==> config.mk <==
export PLATFORM = sky130hd
export DESIGN_NAME = imem_loader_flat
export DESIGN_NICKNAME = d
export VERILOG_FILES = /design/src/rtl/imem_loader_if.sv /design/src/rtl/imem_loader.sv /design/src/flat_wrapper.sv
export SDC_FILE = /design/constraint.sdc
export NUM_CORES = 1
export LEC_CHECK = 0
export ABC_CLOCK_PERIOD_IN_PS = 2000
export BUFFER_PORTS_ARGS = -buffer_cell sky130_fd_sc_hd__buf_2
export CAP_MARGIN = 20
export CORE_MARGIN = 10
export CORE_UTILIZATION = 53
export DETAILED_ROUTE_END_ITERATION = 16
export HOLD_SLACK_MARGIN = 0.03
export PLACE_DENSITY = 0.76
export SYNTH_ARGS = -nofsm -noshare
export SYNTH_HDL_FRONTEND = slang
export SYNTH_SLANG_ARGS = --single-unit
==> constraint.sdc <==
create_clock -name clk -period 2 [get_ports clk]
set_input_delay 0.3 -clock clk [delete_from_list [all_inputs] [get_ports clk]]
set_output_delay 0.3 -clock clk [all_outputs]
set_load 0.005 [all_outputs]
==> src/rtl/imem_loader_if.sv <==
// Byte-stream and instruction-memory write bus of the boot loader.
// The master side is the loader itself; the slave side feeds bytes and observes writes/status.
interface imem_loader_if #(
   parameter int ADDR_WIDTH = 10
);
   logic                  rx_valid;
   logic [7:0]            rx_data;
   logic                  rx_ready;
   logic                  imem_we;
   logic [ADDR_WIDTH-1:0] imem_addr;
   logic [31:0]           imem_wdata;
   logic                  cpu_hold;
   logic                  done;
   logic                  error;

   modport master (
      input  rx_valid, rx_data,
      output rx_ready, imem_we, imem_addr, imem_wdata, cpu_hold, done, error
   );

   modport slave (
      output rx_valid, rx_data,
      input  rx_ready, imem_we, imem_addr, imem_wdata, cpu_hold, done, error
   );
endinterface

==> src/rtl/imem_loader.sv <==
// Boot-time loader: parses MAGIC/LEN/words/CSUM frames, writes little-endian words into
// instruction memory and keeps the core held in reset until a frame verifies.
module imem_loader #(
   parameter int         ADDR_WIDTH = 10,
   parameter logic [7:0] MAGIC      = 8'hA5
) (
   input  logic          clk,
   input  logic          reset,
   imem_loader_if.master bus
);

   typedef enum logic [2:0] {
      IDLE = 3'd0,
      LEN0 = 3'd1,
      LEN1 = 3'd2,
      DATA = 3'd3,
      CSUM = 3'd4,
      DONE = 3'd5,
      ERR  = 3'd6
   } state_t;

   localparam logic [16:0] DEPTH_C = 17'd1 << ADDR_WIDTH;

   function automatic logic [7:0] csum_acc(input logic [7:0] acc, input logic [7:0] b);
      return acc ^ b;
   endfunction

   state_t                state_r;
   logic                  rx_ready_r;
   logic                  we_r;
   logic [ADDR_WIDTH-1:0] addr_r;
   logic [31:0]           wdata_r;
   logic                  hold_r;
   logic                  done_r;
   logic                  error_r;
   logic [7:0]            len_lo_r;
   logic [15:0]           len_r;
   logic [ADDR_WIDTH:0]   idx_r;
   logic [1:0]            lane_r;
   logic [23:0]           word_r;
   logic [7:0]            xor_r;

   logic                  accept_s;
   logic [15:0]           len_in_s;
   logic [16:0]           idx_next_s;

   assign accept_s   = bus.rx_valid && rx_ready_r;
   assign len_in_s   = {bus.rx_data, len_lo_r};
   // Index is widened so a frame filling the whole memory still reaches its last word.
   assign idx_next_s = 17'(idx_r) + 17'd1;

   assign bus.rx_ready   = rx_ready_r;
   assign bus.imem_we    = we_r;
   assign bus.imem_addr  = addr_r;
   assign bus.imem_wdata = wdata_r;
   assign bus.cpu_hold   = hold_r;
   assign bus.done       = done_r;
   assign bus.error      = error_r;

   // Frame parser, word assembler and registered memory/status outputs.
   always_ff @(posedge clk) begin
      if (!reset) begin
         state_r    <= IDLE;
         rx_ready_r <= 1'b0;
         we_r       <= 1'b0;
         addr_r     <= '0;
         wdata_r    <= 32'd0;
         hold_r     <= 1'b1;
         done_r     <= 1'b0;
         error_r    <= 1'b0;
         len_lo_r   <= 8'd0;
         len_r      <= 16'd0;
         idx_r      <= '0;
         lane_r     <= 2'd0;
         word_r     <= 24'd0;
         xor_r      <= 8'd0;
      end else begin
         rx_ready_r <= 1'b1;
         we_r       <= 1'b0;
         if (accept_s) begin
            case (state_r)
               IDLE, DONE, ERR: begin
                  if (bus.rx_data == MAGIC) begin
                     state_r <= LEN0;
                     xor_r   <= 8'd0;
                     idx_r   <= '0;
                     hold_r  <= 1'b1;
                     done_r  <= 1'b0;
                     error_r <= 1'b0;
                  end else begin
                     state_r <= state_r;
                  end
               end
               LEN0: begin
                  len_lo_r <= bus.rx_data;
                  xor_r    <= csum_acc(xor_r, bus.rx_data);
                  state_r  <= LEN1;
               end
               LEN1: begin
                  len_r  <= len_in_s;
                  xor_r  <= csum_acc(xor_r, bus.rx_data);
                  lane_r <= 2'd0;
                  if ({1'b0, len_in_s} > DEPTH_C) begin
                     state_r <= ERR;
                     error_r <= 1'b1;
                  end else if (len_in_s == 16'd0) begin
                     state_r <= CSUM;
                  end else begin
                     state_r <= DATA;
                  end
               end
               DATA: begin
                  xor_r  <= csum_acc(xor_r, bus.rx_data);
                  lane_r <= lane_r + 2'd1;
                  case (lane_r)
                     2'd0: word_r[7:0]   <= bus.rx_data;
                     2'd1: word_r[15:8]  <= bus.rx_data;
                     2'd2: word_r[23:16] <= bus.rx_data;
                     2'd3: begin
                        we_r    <= 1'b1;
                        addr_r  <= idx_r[ADDR_WIDTH-1:0];
                        wdata_r <= {bus.rx_data, word_r};
                        idx_r   <= idx_r + 1'b1;
                        if (idx_next_s == {1'b0, len_r}) begin
                           state_r <= CSUM;
                        end else begin
                           state_r <= DATA;
                        end
                     end
                     default: word_r <= word_r;
                  endcase
               end
               CSUM: begin
                  if (bus.rx_data == xor_r) begin
                     state_r <= DONE;
                     done_r  <= 1'b1;
                     hold_r  <= 1'b0;
                  end else begin
                     state_r <= ERR;
                     error_r <= 1'b1;
                  end
               end
               default: state_r <= IDLE;
            endcase
         end else begin
            state_r <= state_r;
         end
      end
   end

endmodule

==> src/flat_wrapper.sv <==
// flat-port wrapper written by rule: the top's interface ports become plain ports
module imem_loader_flat 
#(
   parameter int         ADDR_WIDTH = 10,
   parameter logic [7:0] MAGIC      = 8'hA5
)
  (clk, reset, bus_rx_valid, bus_rx_data, bus_rx_ready, bus_imem_we, bus_imem_addr, bus_imem_wdata, bus_cpu_hold, bus_done, bus_error);
  imem_loader_if #(.ADDR_WIDTH(ADDR_WIDTH)) bus_i ();
  input  logic clk;
  input  logic reset;
  input wire logic [$bits(bus_i.rx_valid)-1:0] bus_rx_valid;
  input wire logic [$bits(bus_i.rx_data)-1:0] bus_rx_data;
  output wire logic [$bits(bus_i.rx_ready)-1:0] bus_rx_ready;
  output wire logic [$bits(bus_i.imem_we)-1:0] bus_imem_we;
  output wire logic [$bits(bus_i.imem_addr)-1:0] bus_imem_addr;
  output wire logic [$bits(bus_i.imem_wdata)-1:0] bus_imem_wdata;
  output wire logic [$bits(bus_i.cpu_hold)-1:0] bus_cpu_hold;
  output wire logic [$bits(bus_i.done)-1:0] bus_done;
  output wire logic [$bits(bus_i.error)-1:0] bus_error;
  assign bus_i.rx_valid = bus_rx_valid;
  assign bus_i.rx_data = bus_rx_data;
  assign bus_rx_ready = bus_i.rx_ready;
  assign bus_imem_we = bus_i.imem_we;
  assign bus_imem_addr = bus_i.imem_addr;
  assign bus_imem_wdata = bus_i.imem_wdata;
  assign bus_cpu_hold = bus_i.cpu_hold;
  assign bus_done = bus_i.done;
  assign bus_error = bus_i.error;
  imem_loader #(.ADDR_WIDTH(ADDR_WIDTH), .MAGIC(MAGIC)) u_core (.clk(clk), .reset(reset), .bus(bus_i));
endmodule
==> metrics.csv <==
stage,metric,value,unit
setup_path,max incr delay on CP,380,ps
setup_path,crit-path max FO,5,
sta,clock tree skew after final layout,7.471,ps
sta,f_max,0.4981,GHz
grt,number of antenna violations at the first check in global routing,0,
setup_path,worst path bufs/invs,1,
final_layout,# nets final,768,
yosys,commonest cells in the netlist,"sky130_fd_sc_hd__nand2_1 (163), sky130_fd_sc_hd__dfxtp_1 (119), sky130_fd_sc_hd__a21boi_0 (102)",
setup_path,Levels on crit path,7,
setup_path,crit path from,u_core.idx_r[1],
setup_path,internal reg-to-reg setup slack,-8,ps
setup_path,capturing element type of the critical path,flop,
sta,RSZ-0062 raised after global routing,true,
setup_path,startpoint type of the worst setup path,flop,
die,Die ar.,14800,µm²
setup_path,family with the most delay on the worst path,compound AO/OA/AOI/OAI gates,
setup_path,worst setup path endpoint,u_core.state_r[2],
die,core region area,10180,µm²
yosys,simple-gate share of the synthesized area,24.12,%
yosys,multiplexer share of the synthesized area,1.667,%
die,number of rows created at floorplan,37,
die,starting density of the core,53.80,%
drt,Post-DRT Antenna Nets,0,
grt,GRT Max-Usage Layer,met2,
yosys,Seq cells post-synth,119,
yosys,area fraction in compound gates after synthesis,21.44,%
final_layout,layout cells sized above 1,23.27,%
yosys,share of synthesized area occupied by flip-flops and latches,43.48,%
grt,met3 capacity usage during global routing,4.903,%
placed_design,detailed-placement wirelength estimate,9734,µm
worst_hold_path,Hold WC Path Type,in2reg,
setup_path,startpoint of the lowest-slack register-to-register path,u_core.idx_r[1],
yosys,number of enable flip-flop cells after synthesis,0,
yosys,largest area contributor in the synthesized netlist,sky130_fd_sc_hd__dfxtp_1,
clock_network,Clock H-tree levels,4,
die,overall die width,121.7,µm
power_and_ir_drop,Leak Pwr,2.707,nW
flow_run,reported max-cap violation count,0,
yosys,number of distinct library cells after synthesis,51,
yosys,average footprint of a synthesized cell,8.239,µm²
clock_network,number of CTS-inserted buffers,17,
final_layout,area added between synthesis and finish,26.40,%
sta,time the worst path needs with I/O delays and setup,2008,ps
yosys,combinational family with the most area after synthesis,simple AND/OR/NAND/NOR gates,
clock_network,clock latency on the worst-skew pair,510,ps
grt,met2 track demand over resource,32.61,%
yosys,area of the mapped netlist,5479,µm²
setup_path,worst-path cell chain,and4_4 -> nand4_1 -> xor2_1 -> a221o_1 -> a2111oi_4 -> buf_4 -> o2bb2ai_1,
grt,Tot GR Track Use,19.54,%
drt,detailed-routing iteration count for the pre-antenna-repair pass,6,
final_layout,final standard cell area without fillers,6925,µm²
yosys,xor and xnor fraction of the mapped netlist area,3.996,%
final_layout,Inserted Diodes,0,
sta,fin. max-slew vios,0,
setup_path,cell count of the worst reg-to-reg path,7,
clock_network,"Clk pin slew, worst setup/hold paths",60,ps
power_and_ir_drop,part of the power in combinational logic,2.9,%
yosys,number of synthesis warnings,0,
grt,global-route wire length before repair,23760,µm
drt,DRC violations left,0,
sta,post-layout worst setup margin,-7.568,ps
yosys,"top cells by area, synth","sky130_fd_sc_hd__dfxtp_1 (43%), sky130_fd_sc_hd__a21boi_0 (14%), sky130_fd_sc_hd__nand2_1 (11%)",
clock_network,number of sinks handled by clock tree synthesis,119,
placed_design,total cell area at the placement stage,6232,µm²
setup_path,arrival time worst endpoint,2450,ps
clock_network,hold_buf cts,0,
yosys,flip-flop cell with the highest count after synthesis,sky130_fd_sc_hd__dfxtp_1,
setup_path,end of the worst register-to-register path,u_core.state_r[2],
drt,DRC violation total after the first TritonRoute iteration,432,
grt,met1 track demand over resource,22.98,%
drt,number of vias per cell after detailed routing,5.634,
clock_network,maximum number of buffers from clock root to sink,2,
sta,count of endpoints failing setup in the final report,1,
placed_design,port buffer count,57,
yosys,proportion of netlist area held by the largest area contributor,43.48,%
yosys,synthesized instance count,665,
yosys,Synth Net Count,681,
setup_path,CP required,2440,ps
power_and_ir_drop,switching component of the power,1.233,mW
run_status,status,finished with violations,
die,chip height,121.7,µm
sta,share of the cycle needed by the critical path after routing,100.4,%
clock_network,CTS tree,done,
power_and_ir_drop,Int Power,4.250,mW
grt,residual overflow from global routing,0,
sta,final hold viol count,0,
drt,vias after detailed routing,5076,
power_and_ir_drop,Net Sw Frac,22.49,%
run_status,violations in the final reports,negative setup slack,
placed_design,placer's final routability congestion estimate,0.9268,
yosys,async set or reset register ratio after synthesis,0,%
final_layout,Post-Route Utilization,68.00,%
power_and_ir_drop,P per Cell Area,791.7,nW/µm²
yosys,adder-cell share of the synthesized area,1.142,%
setup_path,CP max stage cell,sky130_fd_sc_hd__dfxtp_4,
grt,vias in the first global route,4966,
power_and_ir_drop,share of total power in sequential cells,43.2,%
drt,total length of routed wires,14670,µm
yosys,most instantiated library cell after synthesis,sky130_fd_sc_hd__nand2_1,
power_and_ir_drop,worst supply voltage drop on vdd,0.0006353,V
die,I/O pin total,58,
grt,pin count of the biggest net entering global routing,96,
power_and_ir_drop,proportion of power drawn by the clock network,53.9,%
sta,transition time at the pin with the least slew margin,574.2,ps
clock_network,clock root buffer,sky130_fd_sc_hd__clkbuf_8,
setup_path,kind of critical path,reg2reg,
sta,max_slew headroom,61.36,%
drt,average wire per cell in the routed design,16.28,µm
[routing by layer]
metal | wire length [µm] | share of wire, %
met4 | 401 | 2.7
met1 | 6062 | 41
met2 | 7198 | 49
met3 | 1008 | 6.9
met5 | 0 | 0
[through the flow]
stage / TNS [ps] / power [mW] / hold slack, ps / std cells / setup slack [ps]
floorplan: -498.4 / 2.520 / 327.7 / 665 / -80.84
global placement: -2502 / 2.575 / 446.2 / 867 / -197.4
detailed placement: -4409 / 2.577 / 453.8 / 867 / -328.6
CTS: 0 / 5.510 / 150.6 / 900 / 3.856
global route: -180.1 / 5.611 / 181.6 / 901 / -78.59
finish: -7.568 / 5.483 / 175.7 / 901 / -7.568
[worst reg2reg max path: stages, from the launching register on]
cell and delay (ps):
sky130_fd_sc_hd__dfxtp_4 380, sky130_fd_sc_hd__and4_4 230, sky130_fd_sc_hd__nand4_1 140, sky130_fd_sc_hd__xor2_1 200
sky130_fd_sc_hd__a221o_1 350, sky130_fd_sc_hd__a2111oi_4 320, sky130_fd_sc_hd__buf_4 190, sky130_fd_sc_hd__o2bb2ai_1 120
[cells in the final DEF (no fill, tap or decap), types with 10 or more instances in the layout]
cell,netlist,routed
sky130_fd_sc_hd__nor2_1,23,23
sky130_fd_sc_hd__buf_2,8,57
sky130_fd_sc_hd__buf_4,1,58
sky130_fd_sc_hd__o21ai_0,26,18
sky130_fd_sc_hd__nor2b_1,13,13
sky130_fd_sc_hd__nand3_1,33,32
sky130_fd_sc_hd__dfxtp_1,119,112
sky130_fd_sc_hd__nand2_1,163,162
sky130_fd_sc_hd__xor2_1,16,16
sky130_fd_sc_hd__clkbuf_16,0,16
sky130_fd_sc_hd__nand3b_1,10,10
sky130_fd_sc_hd__a21boi_0,102,101
[how the worst min path moves through the flow]
stage / to / slack (ps) / startpoint / depth (start not counted)
2_1_floorplan: u_core.bus.rx_ready / 330 / reset / 0
3_3_place_gp: u_core.len_r[14] / 450 / u_core.len_r[14] / 2
3_5_place_dp: u_core.bus.imem_addr[6] / 450 / u_core.bus.imem_addr[6] / 2
4_1_cts: u_core.xor_r[5] / 150 / bus_rx_data[5] / 3
5_1_grt: u_core.xor_r[5] / 180 / bus_rx_data[5] / 3
6_report: u_core.xor_r[1] / 180 / bus_rx_data[1] / 3
[logic make-up (layout without fill, tap and decap cells)]
| kind of cell | after synthesis | count (layout) |
|---|---|---|
| xor+xnor | 25 | 25 |
| mux | 9 | 9 |
| compound gates | 164 | 164 |
| buf+inv | 55 | 155 |
| fa+ha+maj | 5 | 5 |
| simple gates | 288 | 288 |
| flops | 119 | 119 |
[cell type report]
type | count | area (µm²)
repair buffers | 118 | 780.7
flip-flops and latches | 119 | 2399
clock buffers | 19 | 431.7
well taps | 136 | 170.2
inverters | 5 | 18.77
multi-input cells | 491 | 2978
fillers | 798 | 3259
clock inverters | 13 | 147.6
[registers in the layout (all words and copies together), names as in the netlist, 2 cells and up]
name	flops
u_core.len_r	16
u_core.len_lo_r	8
u_core.idx_r	11
u_core.lane_r	2
u_core.bus.imem_wdata	32
u_core.word_r	24
u_core.state_r	3
u_core.xor_r	8
u_core.bus.imem_addr	10
[what timing repair did]
action                                  4_1_cts  5_1_grt
endpoints found under the hold margin         0        0
pin swaps                                     6        8
setup buffers                                 1        1
endpoints found under the setup margin        3       41
resized for setup                             7       22
[power by group through the flow]
stage                     combinational [mW]  clock, mW  sequential [mW]
after floorplan                       0.0958          0             2.42
after global placement                 0.150          0             2.42
after detailed placement               0.153          0             2.42
after CTS                              0.154       2.98             2.37
after global routing                   0.166       3.08             2.37
final                                  0.158       2.96             2.37
No activity file was read; power rests on OpenSTA's default activity.
